`src/rtl/switch_pkg.sv`:
```
// switch_pkg: shared types and constants for the 4-port switch output arbiter.
//   NUM_PORTS    - number of input ports competing for one output
//   PORT_IDX_W   - width of a binary port index
//   arb_state_t  - arbiter FSM states (IDLE, GRANT)
//   port_mask_t  - one bit per input port
package switch_pkg;

    localparam int NUM_PORTS  = 4;
    localparam int PORT_IDX_W = 2;

    typedef logic [NUM_PORTS-1:0]  port_mask_t;
    typedef logic [PORT_IDX_W-1:0] port_idx_t;

    typedef enum logic {
        IDLE  = 1'b0,
        GRANT = 1'b1
    } arb_state_t;

endpackage

```
`src/rtl/output_arbiter_if.sv`:
```
// output_arbiter_if: request/grant bundle between the input ports and one
// output arbiter.
//   req, eop, out_ready              - driven by the requesting side (master)
//   grant, mux_sel, arb_active,
//   xfer, timeout_err                - driven by the arbiter (slave)
interface output_arbiter_if;
    import switch_pkg::*;

    port_mask_t req;
    port_mask_t eop;
    logic       out_ready;
    port_mask_t grant;
    port_idx_t  mux_sel;
    logic       arb_active;
    logic       xfer;
    logic       timeout_err;

    modport master (
        output req, eop, out_ready,
        input  grant, mux_sel, arb_active, xfer, timeout_err
    );

    modport slave (
        input  req, eop, out_ready,
        output grant, mux_sel, arb_active, xfer, timeout_err
    );

endinterface

```
`src/rtl/output_arbiter_rr_pick4.sv`:
```
// rr_pick4: combinational rotating-priority selector over four requests.
//   req    - request mask
//   ptr    - highest-priority index; search order ptr, ptr+1, ... mod 4
//   found  - at least one request is set
//   idx    - binary index of the winner (0 when nothing found)
//   onehot - one-hot winner (0 when nothing found)
module rr_pick4
    import switch_pkg::*;
(
    input  port_mask_t req,
    input  port_idx_t  ptr,
    output logic       found,
    output port_idx_t  idx,
    output port_mask_t onehot
);

    always_comb begin
        // NOTE: every output gets a default before the search so no path
        // leaves one unassigned; otherwise synthesis infers a latch.
        found  = 1'b0;
        idx    = '0;
        onehot = '0;
        for (int i = 0; i < NUM_PORTS; i++) begin
            // Index wraps naturally in the 2-bit port_idx_t.
            automatic port_idx_t cand = ptr + port_idx_t'(i);
            if (!found && req[cand]) begin
                found        = 1'b1;
                idx          = cand;
                onehot[cand] = 1'b1;
            end
        end
    end

endmodule

```
`src/rtl/output_arbiter.sv`:
```
// output_arbiter: per-output-port packet arbiter. Round-robin selects one of
// four requesting input ports and holds the grant until that port's eop word
// is transferred, then re-arbitrates in the same cycle (no idle bubble).
//   MAX_PKT_CYCLES - grant-hold limit, used only with ARB_TIMEOUT_EN
//   clk            - rising-edge clock
//   rst            - synchronous active-high reset
//   bus (slave)    - req/eop/out_ready in; grant/mux_sel/arb_active/xfer/
//                    timeout_err out
// Optional feature: define ARB_TIMEOUT_EN to compile in the grant watchdog,
// which forces a release and pulses timeout_err after MAX_PKT_CYCLES cycles.
module output_arbiter
    import switch_pkg::*;
#(
    parameter int MAX_PKT_CYCLES = 64
) (
    input logic               clk,
    input logic               rst,
    output_arbiter_if.slave   bus
);

    arb_state_t state_q, state_d;
    port_mask_t grant_q, grant_d;
    port_idx_t  mux_sel_q, mux_sel_d;
    port_idx_t  rr_ptr_q, rr_ptr_d;

    logic       pick_found;
    port_idx_t  pick_idx;
    port_mask_t pick_onehot;
    port_idx_t  pick_ptr;
    port_idx_t  next_after_owner;

    logic       arb_active;
    logic       xfer;
    logic       normal_release;
    logic       timeout_hit;
    logic       release_now;
    logic       load;

    assign next_after_owner = mux_sel_q + port_idx_t'(1);

    // In GRANT the picker only matters on release, where priority must already
    // reflect the advanced pointer so the old owner ranks last.
    assign pick_ptr = (state_q == GRANT) ? next_after_owner : rr_ptr_q;

    rr_pick4 u_pick (
        .req    (bus.req),
        .ptr    (pick_ptr),
        .found  (pick_found),
        .idx    (pick_idx),
        .onehot (pick_onehot)
    );

    assign arb_active     = (state_q == GRANT) && bus.req[mux_sel_q];
    assign xfer           = arb_active && bus.out_ready;
    assign normal_release = xfer && bus.eop[mux_sel_q];

`ifdef ARB_TIMEOUT_EN
    localparam int CNT_W = $clog2(MAX_PKT_CYCLES + 1);
    logic [CNT_W-1:0] cnt_q;

    // A normal release in the limit cycle wins and suppresses the error.
    assign timeout_hit = (state_q == GRANT) && !normal_release
                      && (cnt_q == CNT_W'(MAX_PKT_CYCLES - 1));

    always_ff @(posedge clk) begin
        if (rst) begin
            cnt_q <= '0;
        end else if (load) begin
            cnt_q <= '0;
        end else if (state_q == GRANT) begin
            cnt_q <= cnt_q + 1'b1;
        end
    end
`else
    logic cfg_unused;
    assign cfg_unused  = |MAX_PKT_CYCLES;
    assign timeout_hit = 1'b0;
`endif

    assign release_now = normal_release || timeout_hit;

    always_comb begin
        state_d   = state_q;
        grant_d   = grant_q;
        mux_sel_d = mux_sel_q;
        rr_ptr_d  = rr_ptr_q;
        load      = 1'b0;
        unique case (state_q)
            IDLE: begin
                if (pick_found) begin
                    state_d = GRANT;
                    load    = 1'b1;
                end
            end
            GRANT: begin
                if (release_now) begin
                    rr_ptr_d = next_after_owner;
                    if (pick_found) begin
                        load = 1'b1;
                    end else begin
                        state_d = IDLE;
                        grant_d = '0;
                    end
                end
            end
            default: state_d = IDLE;
        endcase
        if (load) begin
            grant_d   = pick_onehot;
            mux_sel_d = pick_idx;
        end
    end

    always_ff @(posedge clk) begin
        // NOTE: state registers use non-blocking assignments so every flop
        // samples the pre-edge values, independent of statement order.
        if (rst) begin
            state_q   <= IDLE;
            grant_q   <= '0;
            mux_sel_q <= '0;
            rr_ptr_q  <= '0;
        end else begin
            state_q   <= state_d;
            grant_q   <= grant_d;
            mux_sel_q <= mux_sel_d;
            rr_ptr_q  <= rr_ptr_d;
        end
    end

    assign bus.grant       = grant_q;
    assign bus.mux_sel     = mux_sel_q;
    assign bus.arb_active  = arb_active;
    assign bus.xfer        = xfer;
    assign bus.timeout_err = timeout_hit;

endmodule

```
`src/flat_wrapper.sv`:
```
// flat-port wrapper written by rule: the top's interface ports become plain ports
module output_arbiter_flat import switch_pkg::*;
#(
    parameter int MAX_PKT_CYCLES = 64
)
  (clk, rst, bus_req, bus_eop, bus_out_ready, bus_grant, bus_mux_sel, bus_arb_active, bus_xfer, bus_timeout_err);
  output_arbiter_if bus_i ();
  input logic clk;
  input logic rst;
  input wire logic [$bits(bus_i.req)-1:0] bus_req;
  input wire logic [$bits(bus_i.eop)-1:0] bus_eop;
  input wire logic [$bits(bus_i.out_ready)-1:0] bus_out_ready;
  output wire logic [$bits(bus_i.grant)-1:0] bus_grant;
  output wire logic [$bits(bus_i.mux_sel)-1:0] bus_mux_sel;
  output wire logic [$bits(bus_i.arb_active)-1:0] bus_arb_active;
  output wire logic [$bits(bus_i.xfer)-1:0] bus_xfer;
  output wire logic [$bits(bus_i.timeout_err)-1:0] bus_timeout_err;
  assign bus_i.req = bus_req;
  assign bus_i.eop = bus_eop;
  assign bus_i.out_ready = bus_out_ready;
  assign bus_grant = bus_i.grant;
  assign bus_mux_sel = bus_i.mux_sel;
  assign bus_arb_active = bus_i.arb_active;
  assign bus_xfer = bus_i.xfer;
  assign bus_timeout_err = bus_i.timeout_err;
  output_arbiter #(.MAX_PKT_CYCLES(MAX_PKT_CYCLES)) u_core (.clk(clk), .rst(rst), .bus(bus_i));
endmodule
```
`config.mk`:
```
export PLATFORM = sky130hd
export DESIGN_NAME = output_arbiter_flat
export DESIGN_NICKNAME = d
export VERILOG_FILES = /design/src/rtl/switch_pkg.sv /design/src/rtl/output_arbiter_if.sv /design/src/rtl/output_arbiter_rr_pick4.sv /design/src/rtl/output_arbiter.sv /design/src/flat_wrapper.sv
export SDC_FILE = /design/constraint.sdc
export NUM_CORES = 1
export LEC_CHECK = 0
export ABC_AREA = 1
export ABC_CLOCK_PERIOD_IN_PS = 4059
export CAP_MARGIN = 20
export CORE_ASPECT_RATIO = 1.25
export CORE_MARGIN = 5
export CORE_UTILIZATION = 45
export CTS_CLUSTER_DIAMETER = 50
export DETAILED_ROUTE_END_ITERATION = 12
export PLACE_DENSITY = 0.7
export SLEW_MARGIN = 25
export SYNTH_ARGS = -nofsm -noshare
export SYNTH_HDL_FRONTEND = slang
export SYNTH_SLANG_ARGS = --single-unit
```
`constraint.sdc`:
```
create_clock -name clk -period 4.06 [get_ports clk]
set_clock_uncertainty 0.2 [all_clocks]
set_input_delay 0.812 -clock clk [delete_from_list [all_inputs] [get_ports clk]]
set_output_delay 0.812 -clock clk [all_outputs]
set_load 0.05 [all_outputs]
```
# Word level (Yosys, flattened, before mapping)
# Index checks and enable logic that the tools add are counted.
# W data, S select, Z words.
[classes]
add_sub_neg = 4
n_lt_le_gt_ge = 9
eq_ne = 1
mux = 42
n_bitwise = 4
reduce_logical = 17
[ops]
columns = ["op", "count"]
rows = [
  ["$mux W4", 8],
  ["$mux W1", 17],
  ["$lt A2 B3 Y1 const B", 5],
  ["$bmux W1 S2", 6],
  ["$or A4 B4 Y4", 3],
  ["$logic_and A1 B1 Y1", 10],
  ["$mux W2", 5],
  ["$demux W1 S2", 4],
  ["$ge A2 B1 Y1 const B", 4],
  ["$add A2 B1 Y2 const B", 2],
  ["$add A2 B2 Y2 const B", 2],
  ["$pmux W1 S2", 2],
  ["$reduce_bool A2 Y1", 2],
  ["$logic_not A1 Y1", 3],
  ["$reduce_and A3 Y1", 1],
  ["$ne A2 B2 Y1 const B", 1],
  ["$reduce_and A2 Y1", 1],
  ["$not A1 Y1", 1],
]
[totals]
register_bits = 9
in_bits = 11
elab_cells = 81

# Longest topological paths before layout
[logic_depth]
depth_word = 19
ltp_mapped = 14
depth_no_buf = 14

# By module
# Synthesis repeated with hierarchy kept, for this count alone.
[hier_totals]
cells_unflattened = 158
area_unflattened_um2 = 1018.5
[modules_own_cells]
columns = ["mod", "n_inst", "cells_each", "area_each_um2", "seq_area_each_um2"]
rows = [
  ["output_arbiter", 1, 84, 588.1, 180.2],
  ["rr_pick4", 1, 74, 430.4, 0.0],
]

# Worst setup path after synthesis
# OpenSTA, ideal clock, no wires.
[synth_timing]
path_type = "register to output"
start = "register u_core.mux_sel_q[0], in the netlist u_core.bus.mux_sel[0]"
end = "output bus_arb_active"
arrival_time_ps = 1838
required_ps = 3048
path_slack_ps = 1210
stages_incl_launch_ff = 4
path_buffers = 1
path_cell_list = "dfxtp_1 buf_6 o211ai_1 a21oi_1"
[synth_between]
elab_chain_cells = 3
[synth_rtl]
columns = ["element", "line", "text"]
rows = [
  ["from (decl)", "output_arbiter.sv:23", "port_idx_t mux_sel_q, mux_sel_d;"],
  ["from (signal assigned)", "output_arbiter.sv:125", "mux_sel_q <= mux_sel_d;"],
  ["$bmux W1 S2", "output_arbiter.sv:53", "assign arb_active = (state_q == GRANT) && bus.req[mux_sel_q];"],
  ["$mux W1 (implied by the code)", "output_arbiter.sv:53", ""],
  ["$logic_and A1 B1 Y1", "output_arbiter.sv:53", ""],
  ["to (decl)", "flat_wrapper.sv:15", "output wire logic [$bits(bus_i.arb_active)-1:0] bus_arb_active;"],
]
# No other way between the ends. The select of a mux whose other input is x is not followed.

# Worst setup path after layout
[layout_timing]
start = "input bus_req[1]"
end = "output bus_xfer"
[layout_between]
elab_chain_cells = 4
[layout_rtl]
columns = ["element", "line", "text"]
rows = [
  ["from (decl)", "flat_wrapper.sv:10", "input wire logic [$bits(bus_i.req)-1:0] bus_req;"],
  ["$bmux W1 S2", "output_arbiter.sv:53", ""],
  ["$mux W1 (implied by the code)", "output_arbiter.sv:53", ""],
  ["$logic_and A1 B1 Y1", "output_arbiter.sv:53", ""],
  ["$logic_and A1 B1 Y1", "output_arbiter.sv:54", "assign xfer = arb_active && bus.out_ready;"],
  ["to (decl)", "flat_wrapper.sv:16", "output wire logic [$bits(bus_i.xfer)-1:0] bus_xfer;"],
]
# No other way between the ends. The select of a mux whose other input is x is not followed.

==> impl_results.md <==
- Critical path launch point type: input port
- Drt drc: 0
- Worst R2R Path Depth: 13
- Hold_sp: u_core.bus.grant[2]$_SDFFE_PP0P_
- Hold crit path type: reg -> reg
- Worst VDD drop: 0.000305 V
- Setup Crit Path Kind: in -> out
- Met3 Wirelength: 57 um
- CP endpoint kind: primary output
- H-tree lvl count: 1
- CP Max Fanout: 3
- Final hold slack: 0.290 ns
- Critical Path RT: 3.05 ns
- Worst path arrival time: 2.65 ns
- N_diodes: 0
- Longest Clk Path Bufs: 2
- Number of antenna-violating nets in the routed design: 0
- Clock transition at path regs: 0.06 ns
- Final Instance Count excl. Fillers: 219
- Tot GR Track Use: 0.178
- Largest net degree at the start of global routing: 14
- Final Hold Fails: 0
- Fin util: 0.547
- Post-cts sizing count: 0
- Commonest non-fill, non-tap cells in the layout: nand2_1, nand3_1, clkdlybuf4s50_1
- First-pass GRT wire length: 4.86 mm
- CTS tree: done
- Top cell type's share of synthesized area: 0.163
- DR vias/cell: 5.26
- Hold Buf Count CTS: 0
- 1st-iter DRT viols: 36
- Max Cap Violations: 0
- Met2 Routed Length: 1.45 mm
- R2r startpoint: u_core.bus.mux_sel[0]$_SDFFE_PP0P_
- Number of fill cells in the layout: 257
- Highest Signal Layer: met4
- Drt first pass iters: 4
- Antenna violations before repair: 0
- PortBufs: 18
- Layout cells sized above 1: 0.188
- Outcome: finished, final reports clean
- Hold Crit Endpoint: u_core.bus.grant[2]$_SDFFE_PP0P_
- Gr ovfl total: 0
- Library cells used by synthesis: 27
- Worst slew margin: 0.666
- Mapped Area: 0.00111 mm^2
- Die W: 54.4 um
- Clk sink count: 9
- Root Driver: clkbuf_4
- DP Wirelength: 2.19 mm
- Vias in the first global route: 1077
- #FFs+latches synth: 9
- Seq/Total Area, Yosys: 0.163
- # setup viols final: 0
- # nets final: 206
- Reg area: 180 um^2
- Layout area overhead: 18.6%
- GPL Wtd Cong: 0.852
- Rows: 20
- Final worst-path cycle share: 0.902
- Cts bufs inserted: 3
- Worst reg-to-reg setup slack: 1.44 ns
- Clk_lat worst skew: 0.26 ns
- Max Clock Freq: 273 MHz
- Top cells by area, synth: dfxtp_1, nand2_1, nand3_1
- Mapped Cells: 168
- Hold Path Cell Cnt: 2
- Slew @ Worst Pin: 0.500 ns
- Power density cells: 633 mW/mm^2
- Design Power: 832 uW
- Tmin final: 3.66 ns
- Routed WL per cell: 12.5 um
- CORE AREA: 0.00240 mm^2
- Syn avg cell area: 6.60 um^2
- Multi-input gate area: 821 um^2
- Met1 wire length: 1.19 mm
- # IOs: 20
- Height of the die: 65.5 um
- Post-Place Cells: 215
- RR Endpoint: u_core.bus.mux_sel[1]$_SDFFE_PP0P_
- Mapped Nets: 187
- Most common cell after layout, fill and taps aside: nand2_1
- Vias: 1151
- Die area: 0.00356 mm^2
- Initial Util: 0.461
- Routed WL: 2.73 mm
- Slew Viols, Final: 0
- Setup Fix Bufs, Post-CTS: 0
- RSZ-0062 raised after global routing: no
- Yosys top cell by area: dfxtp_1
- Yosys warns: 0
- Pleak: 0.615 nW
- TNS Setup: 0 ns
## critical path: stages
cell and delay (ns):
clkdlybuf4s50_1 0.48, inv_1 0.07, a21oi_1 0.12, o21ai_1 0.09, nand2_1 0.10, nand3_2 0.08, inv_1 0.10, clkdlybuf4s50_1 0.80
## final cells by class
type	count	area share
clock buffers	4	0.0200
inverters	17	0.0504
multi-input cells	138	0.624
flip-flops and latches	9	0.137
well taps	33	0.0314
repair buffers	18	0.137
## flip-flops by register name (all words and copies together) (netlist names)
register	count
u_core.bus.grant	4
u_core.bus.mux_sel	2
u_core.rr_ptr_q	2
u_core.state_q	1
## per-stage QoR
stage,setup slack (ns),cell area [um^2]
after detailed placement,0.402,1290
final,0.396,1320
after global routing,0.295,1320
after floorplan,1.21,1110
after CTS,0.393,1320
after global placement,0.416,1290
## worst max-delay path by stage
stage,slack [ns],start,to,cells past startpoint
2_1_floorplan,1.21,u_core.bus.mux_sel[0]$_SDFFE_PP0P_,bus_arb_active,3
3_3_place_gp,0.42,bus_req[1],bus_xfer,8
3_5_place_dp,0.40,bus_req[1],bus_xfer,8
4_1_cts,0.39,bus_req[1],bus_xfer,8
5_1_grt,0.29,bus_req[1],bus_xfer,8
6_report,0.40,bus_req[1],bus_xfer,8
## logic make-up after synthesis
group | after synthesis | synth area share
adders and majority gates | 8 | 0.0903
AOI/OAI and AO/OA | 20 | 0.0937
and+or+nand+nor | 109 | 0.553
DFF | 9 | 0.163
other | 1 | 0.00338
buffers and inverters | 21 | 0.0971
## synthesized netlist by cell type
master,instances
nand2_1,42
nand3_1,27
inv_1,13
a21oi_1,12
nand2_2,11
dfxtp_1,9
ha_1,8
nand2_4,6
nand3_2,5
nor2_1,5
nand4_1,4
o21ai_1,4
buf_6,3
inv_2,3
nand3b_1,2
nor2_2,2
o21ai_0,2
a31oi_1,1
buf_4,1
conb_1,1
inv_4,1
nand2_8,1
nor2_4,1
nor2_8,1
nor3_1,1
o211ai_1,1
or2_2,1
## routing by layer
metal / up-vias / GRT usage
li1: 591 / -
met1: 537 / 0.216
met2: 18 / 0.314
met3: 5 / 0.0340
met4: 0 / 0.0374
met5: - / 0
## where the power goes
group | leakage, nW | switching [mW] | internal (mW) | total (mW)
Sequential | 0.0738 | 0.0376 | 0.110 | 0.147
Combinational | 0.526 | 0.414 | 0.202 | 0.616
Clock | 0.0150 | 0.0308 | 0.0378 | 0.0686
(Power assumes the default switching activity.)
